===== config.mk =====
export PLATFORM = sky130hd
export DESIGN_NAME = ibex_wb_rf_write_stage
export DESIGN_NICKNAME = d
export VERILOG_FILES = /design/src/rtl/ibex_wb_rf_write_stage.sv
export SDC_FILE = /design/constraint.sdc
export NUM_CORES = 1
export LEC_CHECK = 0
export ABC_AREA = 1
export CAP_MARGIN = 20
export CORE_MARGIN = 3
export CORE_UTILIZATION = 40
export DETAILED_ROUTE_END_ITERATION = 16
export HOLD_SLACK_MARGIN = 0.1
export PLACE_DENSITY = 0.75
export SETUP_SLACK_MARGIN = 0.02
export SLEW_MARGIN = 30
export SYNTH_ARGS = -nofsm -noshare
export SYNTH_HDL_FRONTEND = slang
export SYNTH_SLANG_ARGS = --single-unit

===== constraint.sdc =====
create_clock -name clk_i -period 2 [get_ports clk_i]
set_input_delay 0.4 -clock clk_i [delete_from_list [all_inputs] [get_ports clk_i]]
set_output_delay 0.4 -clock clk_i [all_outputs]
set_load 0.005 [all_outputs]

===== src/rtl/ibex_wb_rf_write_stage.sv =====
// Writeback stage feeding the register-file write port: merges EX results and LSU load data.
// Latency: EX or LSU to rf_we_o is 1 cycle, 2 cycles when EX is parked in the skid entry.
// Backpressure: ex_ready_o drops while the skid entry is full or a second load waits for the first.
module ibex_wb_rf_write_stage #(
   parameter int unsigned DataWidth = 32,
   parameter bit          RV32E     = 1'b0
) (
   input  logic                 clk_i,
   input  logic                 rst_ni,

   input  logic                 ex_valid_i,
   output logic                 ex_ready_o,
   input  logic                 ex_load_i,
   input  logic [4:0]           ex_rd_i,
   input  logic [DataWidth-1:0] ex_wdata_i,

   input  logic                 lsu_resp_valid_i,
   input  logic [DataWidth-1:0] lsu_rdata_i,
   input  logic                 lsu_err_i,

   output logic                 rf_we_o,
   output logic [4:0]           rf_waddr_o,
   output logic [DataWidth-1:0] rf_wdata_o,

   input  logic [4:0]           raddr_a_i,
   input  logic [4:0]           raddr_b_i,
   output logic                 fwd_a_valid_o,
   output logic                 fwd_b_valid_o,
   output logic [DataWidth-1:0] fwd_a_data_o,
   output logic [DataWidth-1:0] fwd_b_data_o,

   output logic                 load_hazard_o,
   output logic                 wb_err_o
);

   // Registered write port and error pulse
   logic                 rf_we_q,    rf_we_d;
   logic [4:0]           rf_waddr_q;
   logic [DataWidth-1:0] rf_wdata_q;
   logic                 wb_err_q,   wb_err_d;

   // One-entry skid buffer for an EX result that collides with load data
   logic                 skid_vld_q, skid_vld_d;
   logic [4:0]           skid_rd_q,  skid_rd_d;
   logic [DataWidth-1:0] skid_data_q, skid_data_d;

   // Single outstanding load tracker
   logic                 load_pend_q, load_pend_d;
   logic [4:0]           load_rd_q,   load_rd_d;

   // Handshake decode
   logic accept;
   logic acc_load;
   logic acc_alu;
   logic lsu_take;

   // Selected write source for this cycle
   logic                 sel_vld;
   logic [4:0]           sel_rd;
   logic [DataWidth-1:0] sel_data;
   logic                 sel_illegal;

   logic                 skid_fwd_ok;

   // A load waiting on the pending one may still go in the cycle its predecessor returns.
   assign ex_ready_o = !skid_vld_q && !(ex_load_i && load_pend_q && !lsu_resp_valid_i);
   assign accept     = ex_valid_i && ex_ready_o;
   assign acc_load   = accept && ex_load_i;
   assign acc_alu    = accept && !ex_load_i;

   // Only a non-faulting response to a tracked load actually occupies the write port.
   assign lsu_take   = lsu_resp_valid_i && load_pend_q && !lsu_err_i;

   // Pick one write source: load data, then the older skid entry, then a fresh EX result.
   always_comb begin
      sel_vld  = 1'b0;
      sel_rd   = '0;
      sel_data = '0;
      if (lsu_take) begin
         sel_vld  = 1'b1;
         sel_rd   = load_rd_q;
         sel_data = lsu_rdata_i;
      end else if (skid_vld_q) begin
         sel_vld  = 1'b1;
         sel_rd   = skid_rd_q;
         sel_data = skid_data_q;
      end else if (acc_alu) begin
         sel_vld  = 1'b1;
         sel_rd   = ex_rd_i;
         sel_data = ex_wdata_i;
      end
   end

   // x16..x31 do not exist in the embedded variant; such writes are dropped and reported.
   assign sel_illegal = RV32E && sel_rd[4];

   // Write enable and error pulse for the next cycle
   always_comb begin
      rf_we_d  = sel_vld && (sel_rd != 5'd0) && !sel_illegal;
      wb_err_d = (lsu_resp_valid_i && (!load_pend_q || lsu_err_i)) ||
                 (sel_vld && sel_illegal);
   end

   // Skid fills when EX collides with load data and drains on the first free cycle.
   always_comb begin
      skid_vld_d  = skid_vld_q;
      skid_rd_d   = skid_rd_q;
      skid_data_d = skid_data_q;
      if (acc_alu && lsu_take) begin
         skid_vld_d  = 1'b1;
         skid_rd_d   = ex_rd_i;
         skid_data_d = ex_wdata_i;
      end else if (skid_vld_q && !lsu_take) begin
         skid_vld_d  = 1'b0;
      end
   end

   // Any response retires the pending load; a load accepted in the same cycle re-arms it.
   always_comb begin
      load_pend_d = load_pend_q;
      load_rd_d   = load_rd_q;
      if (acc_load) begin
         load_pend_d = 1'b1;
         load_rd_d   = ex_rd_i;
      end else if (lsu_resp_valid_i) begin
         load_pend_d = 1'b0;
      end
   end

   // Write port and error state
   always_ff @(posedge clk_i or negedge rst_ni) begin
      if (!rst_ni) begin
         rf_we_q    <= 1'b0;
         rf_waddr_q <= '0;
         rf_wdata_q <= '0;
         wb_err_q   <= 1'b0;
      end else begin
         rf_we_q  <= rf_we_d;
         wb_err_q <= wb_err_d;
         if (sel_vld) begin
            rf_waddr_q <= sel_rd;
            rf_wdata_q <= sel_data;
         end
      end
   end

   // Skid entry and load tracker state
   always_ff @(posedge clk_i or negedge rst_ni) begin
      if (!rst_ni) begin
         skid_vld_q  <= 1'b0;
         skid_rd_q   <= '0;
         skid_data_q <= '0;
         load_pend_q <= 1'b0;
         load_rd_q   <= '0;
      end else begin
         skid_vld_q  <= skid_vld_d;
         skid_rd_q   <= skid_rd_d;
         skid_data_q <= skid_data_d;
         load_pend_q <= load_pend_d;
         load_rd_q   <= load_rd_d;
      end
   end

   assign rf_we_o    = rf_we_q;
   assign rf_waddr_o = rf_waddr_q;
   assign rf_wdata_o = rf_wdata_q;
   assign wb_err_o   = wb_err_q;

   // A skid entry that will later be suppressed must not be forwarded either.
   assign skid_fwd_ok = skid_vld_q && (skid_rd_q != 5'd0) && !(RV32E && skid_rd_q[4]);

   // Port A forwarding: skid entry is younger than the write register, so it wins.
   always_comb begin
      fwd_a_valid_o = 1'b0;
      fwd_a_data_o  = '0;
      if (raddr_a_i != 5'd0) begin
         if (skid_fwd_ok && (skid_rd_q == raddr_a_i)) begin
            fwd_a_valid_o = 1'b1;
            fwd_a_data_o  = skid_data_q;
         end else if (rf_we_q && (rf_waddr_q == raddr_a_i)) begin
            fwd_a_valid_o = 1'b1;
            fwd_a_data_o  = rf_wdata_q;
         end
      end
   end

   // Port B forwarding, same priority as port A
   always_comb begin
      fwd_b_valid_o = 1'b0;
      fwd_b_data_o  = '0;
      if (raddr_b_i != 5'd0) begin
         if (skid_fwd_ok && (skid_rd_q == raddr_b_i)) begin
            fwd_b_valid_o = 1'b1;
            fwd_b_data_o  = skid_data_q;
         end else if (rf_we_q && (rf_waddr_q == raddr_b_i)) begin
            fwd_b_valid_o = 1'b1;
            fwd_b_data_o  = rf_wdata_q;
         end
      end
   end

   // Reading the register an outstanding load will write must stall in ID.
   assign load_hazard_o = load_pend_q && (load_rd_q != 5'd0) &&
                          ((raddr_a_i == load_rd_q) || (raddr_b_i == load_rd_q));

endmodule


* After elaboration in Yosys (flattened, before gate mapping) *
Cells that the tools add are included.

storage, ports and cells
  input port bits = 85
  output and inout bits = 107
  word-level logic and storage cells = 75
  bits in registers = 83

operators by class
  reduce and logical (&&, ||, !) cells = 35
  equal/unequal tests = 6
  mux-type cells = 25

operators with widths
  operator             number
  $mux W32             9
  $eq A5 B5 Y1         6
  $reduce_bool A5 Y1   5
  $logic_and A1 B1 Y1  19
  $mux W5              3
  $mux W1              13
  $logic_not A1 Y1     7
  $reduce_bool A2 Y1   2
  $logic_or A1 B1 Y1   2

* Longest topological paths before layout *
Gate-level depths: netlist of the first run.

  depth in word-level cells = 11
  gate-level depth with buffers = 11
  depth with buffers taken out = 10

* Worst setup path before layout of the first run *
OpenSTA, ideal clock, no wires.

  path type = register -> output
  start = register skid_rd_q[0]
  end = output port fwd_b_data_o[10]
  data arrival time = 1.308 ns
  slack = 0.292 ns
  path buffers = 1
  required time = 1.600 ns
  stages on the path, launching flop included = 11
  path through = dfrtp_1 inv_1 nand2_1 nand2_1 nand3_1 nor2_4 nand2_2 nand2_2 nand2_2 buf_6 nor2_1

between the ends
  word-level cells in the longest chain between the ends = 5
  elaborated cells on any way between the ends = 6
  those cells by class = eq/ne: 1; mux: 2; reduce/logical: 3

RTL lines
  item                    line  text
  from (decl)             44    logic [4:0] skid_rd_q, skid_rd_d;
  from (signal assigned)  157   skid_rd_q <= skid_rd_d;
  $reduce_bool A5 Y1      170   assign skid_fwd_ok = skid_vld_q && (skid_rd_q != 5'd0) && !(RV32E && skid_rd_q[4]);
  $logic_and A1 B1 Y1     170
  $logic_and A1 B1 Y1 *   192   if (skid_fwd_ok && (skid_rd_q == raddr_b_i)) begin
  $mux W32 *              192
  $mux W32 *              191   if (raddr_b_i != 5'd0) begin
  to (decl)               30    output logic [DataWidth-1:0] fwd_b_data_o,

Every way passes the cells marked *; elsewhere a longest branch is shown, timed or not.

* Final worst setup path of the first run *
  start = register skid_rd_q[0]
  end = output port fwd_a_data_o[25]

between the ends
  word-level cells in the longest chain between the ends = 5
  elaborated cells on any way between the ends = 6
  those cells by class = eq/ne: 1; mux: 2; reduce/logical: 3

RTL lines
  item                   line  text
  $reduce_bool A5 Y1     170
  $logic_and A1 B1 Y1    170
  $logic_and A1 B1 Y1 *  177   if (skid_fwd_ok && (skid_rd_q == raddr_a_i)) begin
  $mux W32 *             177
  $mux W32 *             176   if (raddr_a_i != 5'd0) begin
  to (decl)              29    output logic [DataWidth-1:0] fwd_a_data_o,

Marks and branches as above.

==> impl_metrics.py, run 1 <==
metrics = {
    "outcome": {
        "outcome": "finished, violations left",
        "violations": "setup timing",
    },
    "floorplanning": {
        "rows": 42,
        "start_util_pct": 41.5,
        "die_x_um": 124,
        "die_h_um": 124,
        "core_sq_um": 13500,
        "io_pins": 192,
        "die-area_sq_um": 15400,
    },
    "synthesis": {
        "syn_inst": 854,
        "synth-seq-cells": 83,
        "yosys_warnings": 0,
        "synth_cell_types": 27,
        "avgSynthCellArea_sq_um": 6.54,
        "yosysSeqAreaShare_pct": 37.2,
        "syn_nets": 939,
        "synth.cell_area_sq_um": 5590,
    },
    "finish": {
        "nets": 1215,
        "mostFrequentLayoutCells": "nand2_1 (233), clkdlybuf4s50_1 (112), inv_1 (90), buf_4 (81), dfrtp_1 (79)",
        "n_antenna_cell": 0,
        "synthToLayoutAreaGrowth_pct": 66.9,
        "design_area_sq_um": 9320,
        "final_layout_size_suffix_gt1_share_pct": 31.5,
        "final_common_cell": "nand2_1",
    },
    "timing": {
        "relSlewSlack_pct": 74.8,
        "hold_viol": 0,
        "setup_tns_ns": -25.93,
        "fin_crit_ns": 2.49,
        "clock_skew_ns": 0.00523,
        "max_clock_freq_mhz": 402,
        "slew_violations": 0,
        "setup_slack_ns": -0.487,
        "tightest_slew_ns": 0.378,
        "timing.hold.ws_ns": 0.518,
        "min_period_over_period_pct": 124,
        "rsz0062_at_grt": "yes",
        "finalSetupViolations": 66,
    },
    "route": {
        "vias_per_cell": 5.35,
        "top_layer": "met4",
        "met1_length_um": 9300,
        "wl_met3_um": 2510,
        "drc": 0,
        "avgRoutedWirePerCell_um": 17.9,
        "vias": 7019,
        "dr.pass1.iters": 7,
        "drtIter0Drc": 545,
        "wirelength_um": 23500,
        "ant_nets": 0,
        "routed-wl-met2_um": 11000,
    },
    "setup_path": {
        "slowest_delay_ns": 0.42,
        "cp-start-kind": "register",
        "rr_worst_depth": 9,
        "cpMaxStageDelayCell": "dfrtp_2",
        "crit_chain": "inv_2 > nand2_1 > nand2_1 > nor2_1 > buf_4 > inv_4 > nor2_4 > buf_6 > buf_6 > buf_12 > nand3_2 > nand2_2 > nor2_2 > buf_2",
        "r2r_start": "skid_vld_q",
        "crit_required_ns": 1.60,
        "worstPathArrival_ns": 2.09,
        "worst-setup-path-type": "reg2out",
        "crit_fanout": 5,
        "end_kind": "output port",
        "r2r_end": "rf_wdata_o[23]",
        "r2r_slack_ns": 0.24,
    },
    "clock_tree": {
        "insertion_delay_ns": 0.34,
        "clk_pin_slew_ns": 0.06,
        "cts.sinks": 83,
        "clockBufferDepth": 2,
        "htree_levels": 3,
        "root_buffer": "clkbuf_16",
        "cts_made_buffers": 9,
        "tritoncts": "yes",
    },
    "global_route": {
        "grt_usage_pct": 28.2,
        "grt_max_degree": 42,
        "antenna_found_initial": 0,
        "gr-total-overflow": 0,
        "first_global_vias": 6543,
        "grt_pass1_wl_um": 33800,
    },
    "power_and_ir_drop": {
        "powerDensity_nw_per_um2": 715,
        "max-vdd-ir-drop_mv": 0.385,
        "power.static_leakage_nw": 4.54,
    },
    "place": {
        "port_buffers": 191,
        "gp_routability_congestion": 0.936,
        "placed_cell_area_sq_um": 8220,
        "hpwl_um": 14300,
    },
    "worst_hold_path": {
        "hold_path_class": "in2async",
    },
    "run": {
        "cap_viol_max_count": 0,
    },
}
-- area by class of cell --
type	instances	area (sq um)
Fill cell	1115	4130
Multi-Input combinational cell	615	3390
Timing Repair Buffer	317	2970
Sequential cell	83	2080
Inverter	104	395
Clock buffer	11	233
Tap cell	176	220
Clock inverter	5	30.0
-- cells in the mapped netlist --
cell      number  area [sq um]
inv_2          6          22.5
o21ai_0       77           385
a21oi_1       14          70.1
nand3_1       77           385
xnor2_1        7          61.3
nand2_1      280          1050
nor2_1        83           312
o22ai_1       12          75.1
inv_1         98           368
buf_6          6          67.6
a21boi_0       1          7.51
dfrtp_1       83          2080
or2_2          1          6.26
a21o_1         1          7.51
nand3_2        2          20.0
buf_4          3          22.5
a21oi_2        1          8.76
nand4_1        4          25.0
nand2_2        5          31.3
xor2_1         6          52.6
o21bai_1       1          7.51
o21ai_1        3          15.0
a22oi_1       14           105
buf_2         28           140
o211ai_1      23           173
nor2_4         3          33.8
clkbuf_1      15          56.3
-- critical path: cells and delay by family, from the launching register on --
family | cells | cell delay (ns)
buffers and inverters | 7 | 0.76
AND/OR/NAND/NOR | 7 | 0.58
flip-flops | 1 | 0.42
-- flip-flops by register name, summed over array words and instances (netlist names) --
signal       count
load_pend_q      1
load_rd_q        5
skid_rd_q        5
rf_wdata_o      32
rf_we_o          1
rf_waddr_o       5
skid_vld_q       1
skid_data_q     32
wb_err_o         1
-- cells by family (layout without fill, tap and decap cells) --
group | after synthesis | count (layout) | synth area share [%]
and+or+nand+nor | 455 | 455 | 33.4
buffers and inverters | 156 | 437 | 12.1
AOI/OAI and AO/OA | 147 | 147 | 15.3
DFF | 83 | 83 | 37.2
xor gates and xnor gates | 13 | 13 | 2.04
-- how the worst max path moves through the flow --
stage               depth (start not counted)    startpoint                to
floorplan                                  10  skid_rd_q[0]  fwd_b_data_o[10]
CTS                                        12  skid_rd_q[1]  fwd_b_data_o[29]
detailed placement                         12  raddr_b_i[1]  fwd_b_data_o[31]
global route                               14  skid_rd_q[0]  fwd_a_data_o[22]
global placement                           12  raddr_b_i[1]  fwd_b_data_o[31]
finish                                     14  skid_rd_q[0]  fwd_a_data_o[25]
-- layer usage --
| layer | GRT usage [%] | vias to the layer above |
|---|---|---|
| met5 | 0 | - |
| met2 | 45.5 | 399 |
| met4 | 10.1 | 0 |
| met3 | 5.90 | 57 |
| li1 | - | 3274 |
| met1 | 37.5 | 3289 |
-- power breakdown --
part | internal (mW) | total (mW) | switching [mW]
clock | 0.836 | 1.51 | 0.675
combinational | 1.34 | 2.80 | 1.46
sequential | 2.07 | 2.36 | 0.285
-- repair_timing --
item	CTS	global route
pin swaps	34	54
hold buffers	1	0
gates cloned	3	6
hold endpoints to repair	24	0
buffers inserted	22	13
setup endpoints to repair	68	69
resized for setup	313	174
-- metrics by stage --
step	util, %	instances	total power [mW]	worst slack (ns)
after CTS	65.5	1294	6.27	-0.472
after detailed placement	61.1	1253	4.62	-0.940
after floorplan	-	854	3.39	0.292
final	69.3	1311	6.66	-0.487
after global routing	69.3	1311	7.04	-0.554
after global placement	61.1	1253	4.58	-0.947
Note: power is estimated with default switching activity, not from simulation.
==> run 2, diff against run 1 <==
--- a/config.mk
+++ b/config.mk
@@ -11,7 +11,7 @@
 export CORE_UTILIZATION = 40
 export DETAILED_ROUTE_END_ITERATION = 16
 export HOLD_SLACK_MARGIN = 0.1
-export PLACE_DENSITY = 0.75
+export PLACE_DENSITY = 0.72
 export SETUP_SLACK_MARGIN = 0.02
 export SLEW_MARGIN = 30
 export SYNTH_ARGS = -nofsm -noshare
==> impl_metrics.py, run 2 (same netlist as run 1, synthesis figures left out) <==
metrics = {
    "timing": {
        "rsz0062_at_grt": "yes",
        "slew_violations": 0,
        "max_clock_freq_mhz": 418,
        "min_period_over_period_pct": 120,
        "finalSetupViolations": 66,
        "setup_slack_ns": -0.394,
        "tightest_slew_ns": 0.443,
        "fin_crit_ns": 2.39,
        "relSlewSlack_pct": 70.5,
        "clock_skew_ns": 0.00447,
        "timing.hold.ws_ns": 0.511,
        "hold_viol": 0,
    },
    "finish": {
        "final_layout_size_suffix_gt1_share_pct": 32.2,
        "design_area_sq_um": 9370,
        "synthToLayoutAreaGrowth_pct": 67.7,
        "n_antenna_cell": 0,
        "nets": 1203,
        "instances_no_fill": 1298,
        "nFillCells": 1138,
        "mostFrequentLayoutCells": "nand2_1 (219), clkdlybuf4s50_1 (112), inv_1 (92), dfrtp_1 (78), o21ai_0 (77)",
        "final_common_cell": "nand2_1",
        "final_util_pct": 69.7,
    },
    "place": {
        "placed_cells": 1245,
        "placed_cell_area_sq_um": 8180,
        "pre_cts_slack_ns": -0.924,
        "hpwl_um": 14800,
        "gp_routability_congestion": 0.920,
        "port_buffers": 191,
    },
    "setup_path": {
        "worst-setup-path-type": "reg2out",
        "crit_required_ns": 1.60,
        "cp-start-kind": "register",
        "end_kind": "output port",
        "worstPathArrival_ns": 1.99,
        "cpMaxStageDelayCell": "dfrtp_2",
        "crit_fanout": 7,
        "crit_chain": "inv_2 > nand2_2 > nand2_2 > nor2_4 > inv_2 > nor2_4 > buf_6 > clkbuf_16 > nand3_1 > nand2_2 > nor2_4 > buf_2",
        "slowest_delay_ns": 0.45,
    },
    "route": {
        "wirelength_um": 22500,
        "drc": 0,
        "vias": 6830,
        "ant_nets": 0,
        "vias_per_cell": 5.26,
        "drtIter0Drc": 515,
        "dr.pass1.iters": 5,
        "avgRoutedWirePerCell_um": 17.3,
    },
    "power_and_ir_drop": {
        "max-vdd-ir-drop_mv": 0.386,
        "power.static_leakage_nw": 4.53,
        "powerDensity_nw_per_um2": 719,
    },
    "global_route": {
        "gr-total-overflow": 0,
        "antenna_found_initial": 0,
        "grt_max_degree": 45,
        "grt_usage_pct": 28.7,
        "grt_pass1_wl_um": 34000,
        "first_global_vias": 6437,
    },
    "clock_tree": {
        "insertion_delay_ns": 0.34,
        "htree_levels": 3,
        "clk_pin_slew_ns": 0.06,
        "root_buffer": "clkbuf_16",
        "clockBufferDepth": 2,
        "cts_made_buffers": 9,
        "tritoncts": "yes",
        "cts.sinks": 83,
    },
    "worst_hold_path": {
        "hold_path_class": "reg2reg",
    },
    "floorplanning": {
        "io_pins": 192,
        "die-area_sq_um": 15400,
        "core_sq_um": 13500,
        "die_h_um": 124,
        "start_util_pct": 41.5,
        "die_x_um": 124,
        "rows": 42,
    },
    "outcome": {
        "violations": "setup timing",
        "outcome": "finished, violations left",
    },
    "run": {
        "cap_viol_max_count": 0,
    },
}
==> run 2: critical path: cells and delay by family (launching register included) <==
family / cells / cell delay, ns
and+or+nand+nor: 7 / 0.62
buffers and inverters: 5 / 0.57
DFF: 1 / 0.45
==> run 2: worst paths after layout <==
check                               start                to  slack (ns)  depth (start not counted)
max                          skid_rd_q[1]  fwd_a_data_o[10]       -0.39                         12
min                        rf_wdata_o[13]    rf_wdata_o[13]        0.51                          2
max reg2reg                    skid_vld_q    rf_wdata_o[23]        0.17                          8
min reg2reg                rf_wdata_o[13]    rf_wdata_o[13]        0.51                          2
max in group asynchronous          rst_ni    rf_wdata_o[30]        0.86                          3
min in group asynchronous          rst_ni    rf_wdata_o[15]        0.54                          2
==> run 2: per-layer routing <==
metal / vias to the layer above / track usage, % / routed length, um
met3: 29 / 5.36 / 1850
met2: 339 / 47.8 / 11000
met4: 0 / 7.19 / 333
met5: - / 0 / 0
met1: 3208 / 38.5 / 9370
li1: 3254 / - / -
==> run 2: cell type report <==
type                    count  area (sq um)  share of cell area, %
multi-input cells         615          3450                   36.9
well taps                 176           220                   2.35
clock inverters             2          10.0                  0.107
inverters                 104           393                   4.19
repair buffers            305          2940                   31.4
flip-flops and latches     83          2080                   22.2
clock buffers              13           270                   2.88
==> run 2: repair_timing <==
item | CTS | global route
resized for setup | 411 | 116
hold endpoints to repair | 26 | 0
pin swaps | 72 | 40
setup buffers | 26 | 6
cloned | 6 | 1
hold buffers | 1 | 0
endpoints found under the setup margin | 68 | 67
==> run 2: stage by stage <==
stage,power [mW],setup TNS [ns]
2_1_floorplan,3.39,0
3_3_place_gp,4.54,-56.73
3_5_place_dp,4.57,-58.55
4_1_cts,6.49,-22.73
5_1_grt,7.13,-28.36
6_report,6.74,-22.29
==> run 2: report_power, final <==
| group | internal, mW | total, mW | switching, mW |
|---|---|---|---|
| sequential | 2.07 | 2.35 | 0.280 |
| combinational | 1.33 | 2.79 | 1.46 |
| clock | 0.933 | 1.60 | 0.670 |
| total | 4.33 | 6.74 | 2.41 |
